<file path="src/rtl/irq_arbiter.sv">
// Machine-level interrupt source controller: external lines, MSIP and a 32-bit machine timer,
// masked by mie/mstatus.MIE and arbitrated into a held request for the trap sequencer.
module irq_arbiter #(
    parameter int unsigned NUM_EXT  = 4,
    parameter int unsigned TICK_DIV = 1
) (
    input  logic               clk,
    input  logic               rst_n,
    input  logic [NUM_EXT-1:0] ext_irq,
    input  logic               sw_irq_set,
    input  logic               sw_irq_clr,
    input  logic               mtime_we,
    input  logic               mtimecmp_we,
    input  logic [31:0]        wdata,
    input  logic [31:0]        csr_mie,
    input  logic               global_interrupt_enable,
    input  logic               hold_flag,
    input  logic               int_assert,
    output logic [7:0]         int_flag,
    output logic [3:0]         ext_id,
    output logic [31:0]        mip,
    output logic [31:0]        mtime
);

    localparam logic [7:0] INT_NONE  = 8'h00;
    localparam logic [7:0] CAUSE_MEI = 8'd11;
    localparam logic [7:0] CAUSE_MSI = 8'd3;
    localparam logic [7:0] CAUSE_MTI = 8'd7;

    localparam logic [1:0] ST_IDLE    = 2'd0;
    localparam logic [1:0] ST_REQ     = 2'd1;
    localparam logic [1:0] ST_SERVICE = 2'd2;

    logic [NUM_EXT-1:0] ext_meta_q, ext_sync_q;
    logic               msip_q, mtip_q, meip;
    logic [31:0]        mtime_q, mtimecmp_q;
    logic [15:0]        presc_q;
    logic               tick;
    logic [1:0]         state_q, state_d;
    logic [7:0]         flag_q, flag_d;
    logic [3:0]         ext_id_q, ext_id_d, lowest_ext;
    logic               mei_en, msi_en, mti_en, latched_en;
    logic               unused_mie;

    // Bits of mie other than MEIE/MTIE/MSIE have no source behind them here.
    assign unused_mie = ^{csr_mie[31:12], csr_mie[10:8], csr_mie[6:4], csr_mie[2:0]};

    always_ff @(posedge clk or negedge rst_n) begin
        if (!rst_n) begin
            ext_meta_q <= '0;
            ext_sync_q <= '0;
        end else begin
            ext_meta_q <= ext_irq;
            ext_sync_q <= ext_meta_q;
        end
    end

    assign meip = |ext_sync_q;

    always_ff @(posedge clk or negedge rst_n) begin
        if (!rst_n) begin
            msip_q <= 1'b0;
        end else if (sw_irq_clr) begin
            msip_q <= 1'b0;
        end else if (sw_irq_set) begin
            msip_q <= 1'b1;
        end
    end

    assign tick = (presc_q == 16'(TICK_DIV - 1));

    // A software load of mtime restarts the prescaler so the next tick is a full period away.
    always_ff @(posedge clk or negedge rst_n) begin
        if (!rst_n) begin
            mtime_q <= '0;
            presc_q <= '0;
        end else if (mtime_we) begin
            mtime_q <= wdata;
            presc_q <= '0;
        end else if (tick) begin
            mtime_q <= mtime_q + 32'd1;
            presc_q <= '0;
        end else begin
            presc_q <= presc_q + 16'd1;
        end
    end

    always_ff @(posedge clk or negedge rst_n) begin
        if (!rst_n) begin
            mtimecmp_q <= 32'hFFFF_FFFF;
            mtip_q     <= 1'b0;
        end else begin
            if (mtimecmp_we) begin
                mtimecmp_q <= wdata;
            end
            mtip_q <= (mtime_q >= mtimecmp_q);
        end
    end

    assign mei_en = global_interrupt_enable & meip   & csr_mie[11];
    assign msi_en = global_interrupt_enable & msip_q & csr_mie[3];
    assign mti_en = global_interrupt_enable & mtip_q & csr_mie[7];

    always_comb begin
        lowest_ext = '0;
        for (int i = int'(NUM_EXT) - 1; i >= 0; i--) begin
            if (ext_sync_q[i]) begin
                lowest_ext = 4'(i);
            end
        end
    end

    always_comb begin
        case (flag_q)
            CAUSE_MEI: latched_en = mei_en;
            CAUSE_MSI: latched_en = msi_en;
            CAUSE_MTI: latched_en = mti_en;
            default:   latched_en = 1'b0;
        endcase
    end

    always_comb begin
        state_d  = state_q;
        flag_d   = flag_q;
        ext_id_d = ext_id_q;
        case (state_q)
            ST_IDLE: begin
                if (!hold_flag) begin
                    if (mei_en) begin
                        flag_d   = CAUSE_MEI;
                        ext_id_d = lowest_ext;
                        state_d  = ST_REQ;
                    end else if (msi_en) begin
                        flag_d  = CAUSE_MSI;
                        state_d = ST_REQ;
                    end else if (mti_en) begin
                        flag_d  = CAUSE_MTI;
                        state_d = ST_REQ;
                    end
                end
            end
            ST_REQ: begin
                // Latched cause is never replaced; it is either taken or withdrawn.
                if (hold_flag) begin
                    flag_d  = INT_NONE;
                    state_d = ST_SERVICE;
                end else if (!latched_en) begin
                    flag_d  = INT_NONE;
                    state_d = ST_IDLE;
                end
            end
            ST_SERVICE: begin
                flag_d = INT_NONE;
                if (int_assert) begin
                    state_d = ST_IDLE;
                end
            end
            default: begin
                flag_d  = INT_NONE;
                state_d = ST_IDLE;
            end
        endcase
    end

    always_ff @(posedge clk or negedge rst_n) begin
        if (!rst_n) begin
            state_q  <= ST_IDLE;
            flag_q   <= INT_NONE;
            ext_id_q <= '0;
        end else begin
            state_q  <= state_d;
            flag_q   <= flag_d;
            ext_id_q <= ext_id_d;
        end
    end

    assign int_flag = flag_q;
    assign ext_id   = ext_id_q;
    assign mtime    = mtime_q;
    assign mip      = {20'b0, meip, 3'b0, mtip_q, 3'b0, msip_q, 3'b0};

endmodule

</file>
<file path="config.mk">
export PLATFORM = sky130hd
export DESIGN_NAME = irq_arbiter
export DESIGN_NICKNAME = d
export VERILOG_FILES = /design/src/rtl/irq_arbiter.sv
export SDC_FILE = /design/constraint.sdc
export NUM_CORES = 1
export LEC_CHECK = 0
export ABC_AREA = 1
export CAP_MARGIN = 20
export CELL_PAD_IN_SITES_DETAIL_PLACEMENT = 1
export CELL_PAD_IN_SITES_GLOBAL_PLACEMENT = 1
export CORE_AREA = 2 2 118 120
export CTS_CLUSTER_SIZE = 10
export DETAILED_ROUTE_END_ITERATION = 10
export DIE_AREA = 0 0 120 122
export DONT_BUFFER_PORTS = 1
export PLACE_DENSITY_LB_ADDON = 0.2
export SLEW_MARGIN = 20
export SYNTH_ARGS = -nofsm -noshare
export SYNTH_HDL_FRONTEND = slang
export SYNTH_SLANG_ARGS = --single-unit
</file>
<file path="constraint.sdc">
create_clock -name clk -period 3.3 [get_ports clk]
set_clock_uncertainty 0.05 [all_clocks]
set_input_delay 0.165 -clock clk [delete_from_list [all_inputs] [get_ports clk]]
set_output_delay 0.165 -clock clk [all_outputs]
set_load 0.05 [all_outputs]
</file>
; ---- Yosys cells after proc, flatten, opt, wreduce, memory -nomap -nowiden
; Index checks and enable logic that the tools add are counted.
[word_totals]
reg_bits = 104
inputBits = 77
out_inout_bits = 76
word_cells = 63
[op_classes]
n_addsub = 2
order_cmp = 1
n_eq_ne = 9
n_mux = 26
n_bitwise = 7
reduce_logical = 8
[op_table]
columns = cell, count
row1 = 2-to-1 mux 32 bit, 2
row2 = 2-to-1 mux 8 bit, 6
row3 = "adder 32 x 1 -> 32 bit, second input constant", 1
row4 = greater-or-equal comparator 32 bit, 1
row5 = 2-to-1 mux 16 bit, 2
row6 = "adder 16 x 1 -> 16 bit, second input constant", 1
row7 = zero test 16 bit, 1
row8 = 2-to-1 mux 2 bit, 8
row9 = case mux 8 bit (2 select lines), 1
row10 = 2-to-1 mux 4 bit, 3
row11 = "== test 8 x 2 -> 1 bit, second input constant", 1
row12 = "== test 8 x 3 -> 1 bit, second input constant", 1
row13 = "== test 8 x 4 -> 1 bit, second input constant", 1
row14 = bitwise AND 1 bit, 6
row15 = case mux 2 bit (3 select lines), 1
row16 = AND reduction 3 bit, 2
row17 = "!= test 2 bit, second input constant", 2
row18 = "!= test 4 bit, second input constant", 1
row19 = AND reduction 4 bit, 1
row20 = nonzero test 2 bit, 2
row21 = OR reduction 4 bit, 1
row22 = "!= test 3 bit, second input constant", 1
row23 = case mux 1 bit (3 select lines), 1
row24 = "== test 2 x 1 -> 1 bit, second input constant", 1
row25 = other kinds (4), 5

; ---- Depth between registers and ports, before layout
; Gate-level depths: netlist of the first run.
[depth]
word_depth = 7
ltp_mapped = 13
ltp_nobuf = 13

; ---- Least setup slack after synthesis of the first run
; Ideal clock, no wire load.
[synth_timing]
path_type = register -> register
from = register mtime_q[0], in the netlist mtime[0]
to = register mtime_q[30], in the netlist mtime[30]
setup_ns = 0.126
arrival_ns = 1.679
required_ns = 3.124
path_slack_ns = 1.445
path_stages_with_launch = 11
synth_period_minus_slack_ns = 1.855
path_cell_list = dfrtp_1 ha_1 nand2_1 nor2_4 inv_1 nor2_1 nand2_1 nand2_1 nand2_1 nand2_1 nand3_1
[synth_between]
elab_chain_cells = 3
[synth_lines]
columns = item, line_no
row1 = "start, declared", 36  ; logic [31:0] mtime_q, mtimecmp_q;
row2 = "start signal, assigned", 78  ; mtime_q <= wdata;
row3 = "start signal, assigned", 81  ; mtime_q <= mtime_q + 32'd1;
row4 = adder 32 x 1 -> 32 bit, 81
row5 = 2-to-1 mux 32 bit, 80  ; end else if (tick) begin
row6 = 2-to-1 mux 32 bit, 77  ; end else if (mtime_we) begin
; Every way passes these cells. The select of a mux whose other input is x is not followed.
; A chain may end at the register's enable or synchronous reset.

; ---- Final worst setup path of the first run
[layout_timing]
from = register mtime_q[1], in the netlist mtime[1]
to = register mtime_q[24], in the netlist mtime[24]
; The elaborated chain is that of the path after synthesis.

==> run_results.csv, run 1 <==
group,metric,value,unit
outcome,status,"finished clean",
finish,nets,1035,
route,wl,18450,um
setup_path,cp.required,3.51,ns
floorplan,std_cell_rows,43,
sta,min_period,2.244,ns
sta,slew_viol_final,0,
grt,grt_pass1_wl,30190,um
floorplan,ioPinCount,153,
setup_path,r2r_start,"mtime[1]",
logic_synthesis,netlist_instances,882,
setup_path,critPathLaunchType,"flop",
setup_path,r2r-end,"mtime[24]",
logic_synthesis,yosysTopAreaCell,"dfrtp_1",
setup_path,r2r_setup_slack,1.06,ns
power,cellPowerDensity,498.8,nW/um^2
logic_synthesis,yosysUniqueCellTypes,42,
place,dp_hpwl,13210,um
floorplan,core_area,13500,um^2
grt,gr-total-overflow,0,
finish,finalCoreUtilization,53.28,%
floorplan,die_area,14640,um^2
setup_path,critical-path-max-stage-delay,0.73,ns
cts,clock_sinks,97,
route,drc_errors,0,
floorplan,start_util,47.38,%
logic_synthesis,synth_area,6399,um^2
logic_synthesis,ys_ff_latch,97,
job,drv_cap,0,
setup_path,path_max_fanout,5,
logic_synthesis,yosysWarnings,0,
cts,clockRootBuffer,"clkbuf_16",
sta,setup_viol,0,
route,dr.pass1.iters,4,
route,viasPerCell,5.245,
power,vdd_drop_max,0.0002964,V
setup_path,path_common_cell,"nand2_1",
cts,clkSlewWorstSetupHoldPaths,0.08,ns
setup_path,crit_chain,"ha_1 > nand2_1 > inv_1 > nand3_1 > inv_1 > nand2_1 > nand2_1 > nand3_1 > nand2_1 > nand2_1",
logic_synthesis,syn_avg_cell_area,7.255,um^2
floorplan,die_y,122,um
logic_synthesis,synth.top_cell.area_share,25.42,%
sta,setup_tns,0,ns
sta,hold_viol_final,0,
route,drt_iter0_drc,235,
hold_path,hold_depth,4,
grt,antenna_found_initial,0,
setup_path,crit_slowest_cell,"dfrtp_1",
setup_path,worstPathArrival,2.45,ns
logic_synthesis,synth_area_leaders,"dfrtp_1 25%, nand2_1 16%, dfstp_2 13%",
finish,fill_cells,1768,
sta,rsz0062_at_grt,"no",
sta,tightest_slew,0.9943,ns
grt,track_usage,26.31,%
route,ant_nets,0,
finish,antenna_cells,0,
hold_path,hold_end,"mtime[11]",
grt,use_met3,5.571,%
grt,grt_pass1_vias,6174,
finish,layout-area-overhead-vs-synth,12.46,%
sta,relSlewSlack,33.49,%
grt,use_met1,31.76,%
cts,cts.path.max_buffers,2,
power,p_leak,0.003500,uW
cts,worstSkewPairLatency,0.37,ns
cts,cts_made_buffers,9,
grt,grt_max_degree,98,
grt,grt_busiest_layer,"met2",
grt,use_met2,46.84,%
setup_path,cp-end-kind,"flop",
hold_path,hold_class,"in -> reg",
finish,drive_above_1_share,10.99,%
hold_path,hp-start,"mtime_we",
route,post_drt_wl_per_cell,16.65,um
cts,cts_tree,"done",
route,vias,5812,
place,gp_congestion,0.9112,
floorplan,dieWidth,120,um
sta,finalCritPeriodShare,68.00,%
setup_path,rr_worst_depth,10,
place,numPortBuffers,0,
setup_path,critPathKind,"reg -> reg",
sta,clock.fmax,445.6,MHz
logic_synthesis,ys_seq_area_share,38.56,%
cts,cts_max_level,3,
[synthesized netlist by cell type (all sizes together)]
cell type,count
a21o,1
a21oi,26
a31oi,2
buf,48
clkbuf,10
conb,1
dfrtp,65
dfstp,32
ha,35
inv,105
mux2,1
nand2,275
nand3,55
nand3b,8
nand4,9
nor2,111
nor3,13
nor4,2
o211ai,3
o21a,2
o21ai,55
o221ai,1
o22ai,2
o31ai,1
or2,11
xnor2,1
xor2,7
[worst max-delay path: cells and delay by family, from the launching register on]
family | cells | cell delay (ns)
simple gates | 7 | 0.70
fa+ha+maj | 1 | 0.28
flops | 1 | 0.73
buf+inv | 2 | 0.36
[how the worst max path moves through the flow]
stage / start / end / slack [ns] / cells after the start
6_report: mtime[1] / mtime[24] / 1.06 / 10
5_1_grt: mtime[1] / mtime[24] / 0.88 / 10
4_1_cts: mtime[1] / mtime[24] / 1.07 / 10
3_5_place_dp: mtime[1] / mtime[24] / 1.06 / 10
3_3_place_gp: mtime[1] / mtime[24] / 1.09 / 10
2_1_floorplan: mtime[0] / mtime[30] / 1.44 / 10
[sequential cells by signal, indices dropped and copies added (netlist names)]
signal      count
state_q         2
msip_q          1
mtimecmp_q     32
int_flag        3
mtime          32
ext_meta_q      4
mtip_q          1
ext_sync_q      4
presc_q        16
ext_id          2
[what timing repair did]
action	in CTS	in global routing
resized for setup	0	0
hold buffers	46	0
buffers inserted	0	0
hold endpoints to repair	171	0
[layout make-up]
class | instances | area, um^2 | share of cell area, %
multi-input cells | 656 | 3268 | 45.42
well taps | 180 | 225.2 | 3.130
clock inverters | 6 | 51.30 | 0.7129
clock buffers | 10 | 239.0 | 3.321
repair buffers | 54 | 548.0 | 7.616
inverters | 105 | 396.6 | 5.512
flip-flops and latches | 97 | 2467 | 34.29
[placed cells by master, fill, tap and decap left out, types with 3 or more instances in the layout]
cell type / instances
nor2_2: 6
o211ai_1: 3
inv_1: 97
conb_1: 35
nand2_2: 4
buf_4: 8
clkinv_4: 3
dfrtp_1: 65
nand4_1: 9
o21ai_1: 12
or2_2: 10
inv_2: 7
dlygate4sd3_1: 44
xor2_1: 7
nand3b_1: 8
ha_1: 35
a21oi_1: 26
o21ai_0: 43
dfstp_2: 32
nor2_4: 5
nand2_1: 268
nand3_2: 3
nand3_1: 51
nand2_4: 3
nor3_1: 11
clkbuf_16: 9
nor2_1: 99
[per-stage QoR]
stage                     area (um^2)  hold WS (ns)  setup slack [ns]  power [uW]  cells
final                            7196      0.001172             1.056        3589   1108
after detailed placement         6417       -0.1774             1.059        2441   1046
after global placement           6417       -0.1777             1.093        2389   1046
after CTS                        7196      0.002588             1.065        3602   1108
after floorplan                  6526       -0.1806             1.445        2303    916
after global routing             7196       0.01541            0.8808        3784   1108
[cell families (layout without fill, tap and decap cells)]
family | Yosys count | after routing | synth area share (%)
compound gates | 93 | 93 | 7.685
mux | 1 | 1 | 0.1760
flops | 97 | 97 | 38.56
simple gates | 484 | 484 | 33.22
fa+ha+maj | 35 | 35 | 6.844
xor+xnor | 8 | 8 | 1.095
buf+inv | 163 | 175 | 12.36
other cells | 1 | 35 | 0.05861
[routing by layer]
metal	part of all wire [%]	vias to the layer above
li1	-	2800
met1	43	2866
met2	51	120
met3	4.9	26
met4	1.8	0
met5	0	-
[report_power, final]
part,switching [uW],leakage (uW),internal [uW]
Combinational,596,0.00222,272
Clock,519,0.000140,542
Sequential,333,0.00114,1330
Total,1450,0.00350,2140
Power figures use the tool's default switching activity.
==> run 2, diff against run 1 <==
Settings changed: ABC_AREA 1 to 0, CORE_AREA 2 2 118 120 to 2 2 111 113, DIE_AREA 0 0 120 122 to 0 0 113 115.
Clock period 3.3 ns to 2.31 ns, I/O delays scaled along.
==> run 2 against run 1 <==
Net effect:
- the flow now finishes with violations (design-rule violations, negative hold slack)
- highest routed layer unchanged
- worst setup slack got worse by 0.93 ns
- utilization up 3.6 points
- combinational power is 35% higher
- final area shrank 6.6%
- clock power increased by 53%
- worst hold slack got worse by 0.59 ns
- largest cell class unchanged
- register-to-register slack got worse by 0.93 ns
==> run_results.csv, run 2 <==
group,metric,value,unit
power,p_total,4824,uW
logic_synthesis,yosysUniqueCellTypes,51,
finish,nets,803,
outcome,status,"finished with violations",
logic_synthesis,ys_seq_area_share,44.12,%
floorplan,core_area,11810,um^2
sta,setup_viol,0,
grt,use_met3,4.217,%
grt,grt_pass1_wl,25220,um
place,numPortBuffers,0,
power,cellInternalPower,3201,uW
logic_synthesis,synth-edff-count,0,
floorplan,ioPinCount,153,
logic_synthesis,synth-main-ff-cell,"dfrtp_1",
finish,final_common_cell,"nand2_1",
power,pwr-share-seq,42.1,%
logic_synthesis,synthTopCellsByCount,"83 x nand2_1, 65 x dfrtp_1, 59 x o21ai_0",
cts,clkSlewWorstSetupHoldPaths,0.07,ns
power,clkPwrFrac,33.6,%
sta,rsz0062_at_grt,"no",
finish,antenna_cells,0,
logic_synthesis,yosysMostFrequentCell,"nand2_1",
grt,use_met1,31.30,%
route,viasPerCell,5.541,
floorplan,dieWidth,113,um
cts,worstSkewPairLatency,0.35,ns
route,ant_nets,0,
floorplan,start_util,47.35,%
route,wl,15130,um
finish,drive_above_1_share,16.81,%
logic_synthesis,syn_avg_cell_area,9.184,um^2
logic_synthesis,synth_area_leaders,"dfrtp_1 29%, dfstp_2 15%, ha_1 7.8%",
setup_path,path_max_fanout,8,
setup_path,critPathKind,"reg -> reg",
logic_synthesis,synth_area,5593,um^2
sta,hold_viol_final,97,
cts,cts_made_buffers,9,
finish,final_cell_mix,"83 x nand2_1, 65 x dfrtp_1, 59 x o21ai_0",
grt,gr-total-overflow,0,
sta,min_period,2.184,ns
outcome,violations,"design-rule violations, negative hold slack",
setup_path,worstPathArrival,2.42,ns
route,post_drt_wl_per_cell,17.94,um
cts,cts.path.max_buffers,2,
logic_synthesis,netlist_instances,609,
grt,track_usage,24.49,%
power,p_leak,0.002965,uW
power,switching_share,33.64,%
power,p_switching,1623,uW
cts,cts_tree,"done",
job,drv_cap,0,
setup_path,cp-end-kind,"flop",
hold_path,hold_class,"in -> async",
power,p_comb_share,24.3,%
route,dr.pass1.iters,7,
logic_synthesis,synthArstFlopShare,100.0,%
place,gp_congestion,0.8145,
logic_synthesis,yosysWarnings,0,
sta,tightest_slew,0.5826,ns
sta,slew_viol_final,0,
logic_synthesis,ys_ff_latch,97,
sta,relSlewSlack,61.16,%
finish,layout-area-overhead-vs-synth,20.16,%
cts,clock_sinks,97,
cts,cts_max_level,3,
grt,grt_pass1_vias,4925,
route,vias,4671,
floorplan,std_cell_rows,40,
route,drt_iter0_drc,207,
power,vdd_drop_max,0.0003103,V
grt,antenna_found_initial,0,
grt,grt_max_degree,98,
cts,clockRootBuffer,"clkbuf_16",
grt,use_met2,41.16,%
sta,clock.fmax,457.8,MHz
sta,setup_tns,0,ns
floorplan,die_y,115,um
logic_synthesis,synth.top_cell.area_share,29.08,%
power,cellPowerDensity,717.9,nW/um^2
grt,grt_busiest_layer,"met2",
floorplan,die_area,13000,um^2
route,drc_errors,6,
place,dp_hpwl,10330,um
cts,cts_hold_buf,44,
sta,finalCritPeriodShare,94.57,%
setup_path,cp.required,2.54,ns
sta,whs,-0.5907,ns
logic_synthesis,yosysTopAreaCell,"dfrtp_1",
setup_path,critPathLaunchType,"flop",
[run 2: cell count changes in the layout (fill, tap and decap cells not counted), sizes merged, moves of 13 or more]
cell | previous run | this run
nand2 | 275 | 83
nor2b | 0 | 13
buf | 10 | 52
xnor2 | 1 | 14
nand3 | 55 | 29
nand4 | 9 | 25
inv | 107 | 39
nor2 | 111 | 35
[run 2: layout make-up]
type	instances	area, um^2
sequential	97	2467
fill	1332	5091
tap	147	183.9
multi-input combinational	450	2746
inverter	39	146.4
clock inverter	7	95.09
clock buffer	9	225.2
timing repair buffer	94	855.8
[run 2: kinds of logic (layout without fill, tap and decap cells)]
family | count (synthesis) | after routing | share of synthesized area [%]
adders and majority gates | 35 | 35 | 7.830
AOI/OAI and AO/OA | 105 | 105 | 10.94
other | 1 | 35 | 0.06705
DFF | 97 | 97 | 44.12
buffers and inverters | 96 | 149 | 9.217
and+or+nand+nor | 240 | 240 | 22.13
muxes | 6 | 6 | 1.163
xor gates and xnor gates | 29 | 29 | 4.542
[run 2: repair_timing]
action	CTS	global route
gates resized for setup	0	1
setup buffers	0	0
setup endpoints to repair	0	2
hold endpoints to repair	170	97
[run 2: final timing paths]
kind	from	endpoint	slack, ns	cells past startpoint
max in group asynchronous	rst_n	mtimecmp_q[4]	2.55	0
worst max-delay path	presc_q[1]	mtime[30]	0.13	7
worst min-delay path	rst_n	state_q[1]	-0.59	0
worst max register to register	presc_q[1]	mtime[30]	0.13	7
min in group clk	mtime_we	mtime[18]	0.02	2
worst min register to register	ext_meta_q[2]	ext_sync_q[2]	0.30	0
[run 2: layer usage]
layer	routed length, um	vias to the layer above	share of wire [%]
met3	656	34	4.3
met1	6548	2318	43
li1	-	2208	-
met4	425	0	2.8
met2	7497	111	50
met5	0	-	0
[run 2: through the flow]
| step | worst slack (ns) | instances | hold WS [ns] | utilization, % | instance area [um^2] |
|---|---|---|---|---|---|
| floorplan | 0.2115 | 643 | -0.2301 | - | 5720 |
| CTS | 0.1245 | 843 | -0.6052 | 56.82 | 6711 |
| detailed placement | 0.1586 | 783 | -0.2279 | 50.15 | 5923 |
| finish | 0.1255 | 843 | -0.5907 | 56.90 | 6720 |
| global placement | 0.2472 | 783 | -0.2276 | 50.15 | 5923 |
| global route | 0.008239 | 843 | -0.6082 | 56.90 | 6720 |
[run 2: power groups by stage]
| stage | clock network, uW | logic [uW] | registers, uW |
|---|---|---|---|
| 2_1_floorplan | 0 | 621 | 2280 |
| 3_3_place_gp | 0 | 1000 | 2050 |
| 3_5_place_dp | 0 | 1040 | 2060 |
| 4_1_cts | 1660 | 1170 | 2030 |
| 5_1_grt | 1740 | 1270 | 2050 |
| 6_report | 1620 | 1170 | 2030 |
[run 2: worst max-delay path, stage by stage, from the launching register on]
cell and delay, ns:
dfrtp_1 0.44, inv_1 0.09, ha_1 0.15, nor4b_4 0.23, and4_4 0.32, nand3_2 0.18
or4_1 0.55, nand3_1 0.11
==> run 3, diff against run 2 <==
--- a/constraint.sdc
+++ b/constraint.sdc
@@ -3,3 +3,3 @@
 set_input_delay 0.1155 -clock clk [delete_from_list [all_inputs] [get_ports clk]]
 set_output_delay 0.1155 -clock clk [all_outputs]
-set_load 0.05 [all_outputs]
+set_load 0.02 [all_outputs]
==> run 3 against run 2 <==
Net effect:
- the flow still finishes with violations (design-rule violations, negative hold slack)
- worst hold slack got worse by 0.013 ns
- die area is the same
- final cell count down 2.1%
- non-clock buffer count shrank 18
==> run_results.csv, run 3 (synthesized netlist as in run 2, its figures left out) <==
group,metric,value,unit
outcome,status,"finished with violations",
outcome,violations,"design-rule violations, negative hold slack",
place,place_ws,0.1532,ns
place,gp_congestion,0.8164,
hold_path,hold_class,"in -> async",
route,post_drt_wl_per_cell,18.36,um
cts,cts_tree,"done",
grt,grt_pass1_wl,25320,um
floorplan,start_util,47.35,%
finish,fill_cells,1355,
setup_path,critPathKind,"reg -> reg",
setup_path,path_max_fanout,10,
grt,track_usage,24.82,%
grt,antenna_found_initial,0,
sta,min_period,2.193,ns
route,vias,4562,
cts,cts_hold_buf,43,
grt,gr-total-overflow,0,
power,vdd_drop_max,0.0002933,V
power,cellPowerDensity,665.4,nW/um^2
floorplan,die_y,115,um
finish,final_cell_mix,"83 x nand2_1, 65 x dfrtp_1, 59 x o21ai_0",
place,dp_hpwl,10330,um
cts,clockRootBuffer,"clkbuf_16",
route,viasPerCell,5.530,
job,drv_cap,0,
finish,layout-area-overhead-vs-synth,16.85,%
grt,grt_max_degree,98,
finish,final_common_cell,"nand2_1",
setup_path,critPathLaunchType,"flop",
finish,final_cell_area,6535,um^2
setup_path,r2r_start,"presc_q[1]",
sta,finalCritPeriodShare,94.92,%
setup_path,cp-end-kind,"flop",
sta,clock.fmax,456.1,MHz
finish,drive_above_1_share,14.75,%
sta,fin_ws,0.1173,ns
cts,cts_setup_buffers,0,
route,drc_errors,6,
cts,clkSlewWorstSetupHoldPaths,0.07,ns
grt,grt_pass1_vias,4957,
sta,setup_tns,0,ns
floorplan,std_cell_rows,40,
route,dr.pass1.iters,7,
sta,slew_viol_final,0,
floorplan,dieWidth,113,um
place,dp_cells,766,
sta,setup_viol,0,
floorplan,ioPinCount,153,
route,ant_nets,0,
finish,nets,785,
finish,multi_input_area,2739,um^2
power,p_leak,0.002836,uW
cts,cts_max_level,3,
cts,worstSkewPairLatency,0.36,ns
cts,cts.path.max_buffers,2,
route,drt_iter0_drc,244,
finish,antenna_cells,0,
sta,whs,-0.6038,ns
setup_path,cp.required,2.55,ns
setup_path,worstPathArrival,2.44,ns
finish,final_cells,825,
sta,rsz0062_at_grt,"no",
cts,clock_sinks,97,
finish,ff_latch_area,2467,um^2
floorplan,core_area,11810,um^2
place,place_area,5783,um^2
sta,hold_viol_final,97,
cts,cts_made_buffers,9,
route,wl,15150,um
floorplan,die_area,13000,um^2
place,numPortBuffers,0,
setup_path,critPathLaunch,"presc_q[1]",
[run 3: cell types whose count changed in the layout (fill, tap and decap cells not counted), sizes merged]
cell and change:
bufinv -2, dlygate4sd3 -1, clkinv -2, buf -17
clkbuf +2, clkinvlp +2
[run 3: cell type report]
class                           count  share of cell area, %
Timing Repair Buffer               76                  10.80
Sequential cell                    97                  37.76
Tap cell                          147                  2.814
Clock inverter                      5                 0.6127
Multi-Input combinational cell    450                  41.91
Clock buffer                       11                  3.868
Inverter                           39                  2.240
[run 3: path summary, 6_finish.rpt]
kind / end / slack, ns / cells after the start
worst max-delay path: mtime[28] / 0.12 / 7
worst min-delay path: int_flag[1] / -0.60 / 0
worst max register to register: mtime[28] / 0.12 / 7
worst min register to register: ext_sync_q[2] / 0.31 / 0
max in group asynchronous: mtimecmp_q[14] / 2.51 / 0
min in group clk: mtime[20] / 0.03 / 2
[run 3: report_power, final]
| part | internal, uW | leakage (uW) | switching [uW] |
|---|---|---|---|
| clock | 793 | 0.000134 | 693 |
| sequential | 1880 | 0.00115 | 190 |
| combinational | 330 | 0.00155 | 467 |
[run 3: metrics by stage]
step	total power [uW]	util, %
4_1_cts	4376	55.32
2_1_floorplan	2628	-
5_1_grt	4564	55.33
6_report	4348	55.33
3_3_place_gp	2721	48.96
3_5_place_dp	2769	48.96
[run 3: routing by layer]
metal | part of all wire, % | up-vias | track usage (%) | routed length, um
met3 | 3.6 | 24 | 4.217 | 548
met2 | 51 | 87 | 43.19 | 7694
li1 | - | 2164 | - | -
met4 | 2.7 | 0 | 11.46 | 409
met5 | 0 | - | 0 | 0
met1 | 43 | 2287 | 30.27 | 6493
[run 3: what timing repair did]
item / in CTS / in global routing
gates resized for setup: 0 / 1
endpoints found under the setup margin: 0 / 1
hold endpoints to repair: 171 / 97
[run 3: worst max-delay path, stage by stage (launching register included)]
cell and delay (ns):
dfrtp_1 0.45, inv_1 0.08, ha_1 0.12, nor4b_2 0.28, and4_4 0.37, nand3_2 0.17
or4_1 0.51, nand3_1 0.09
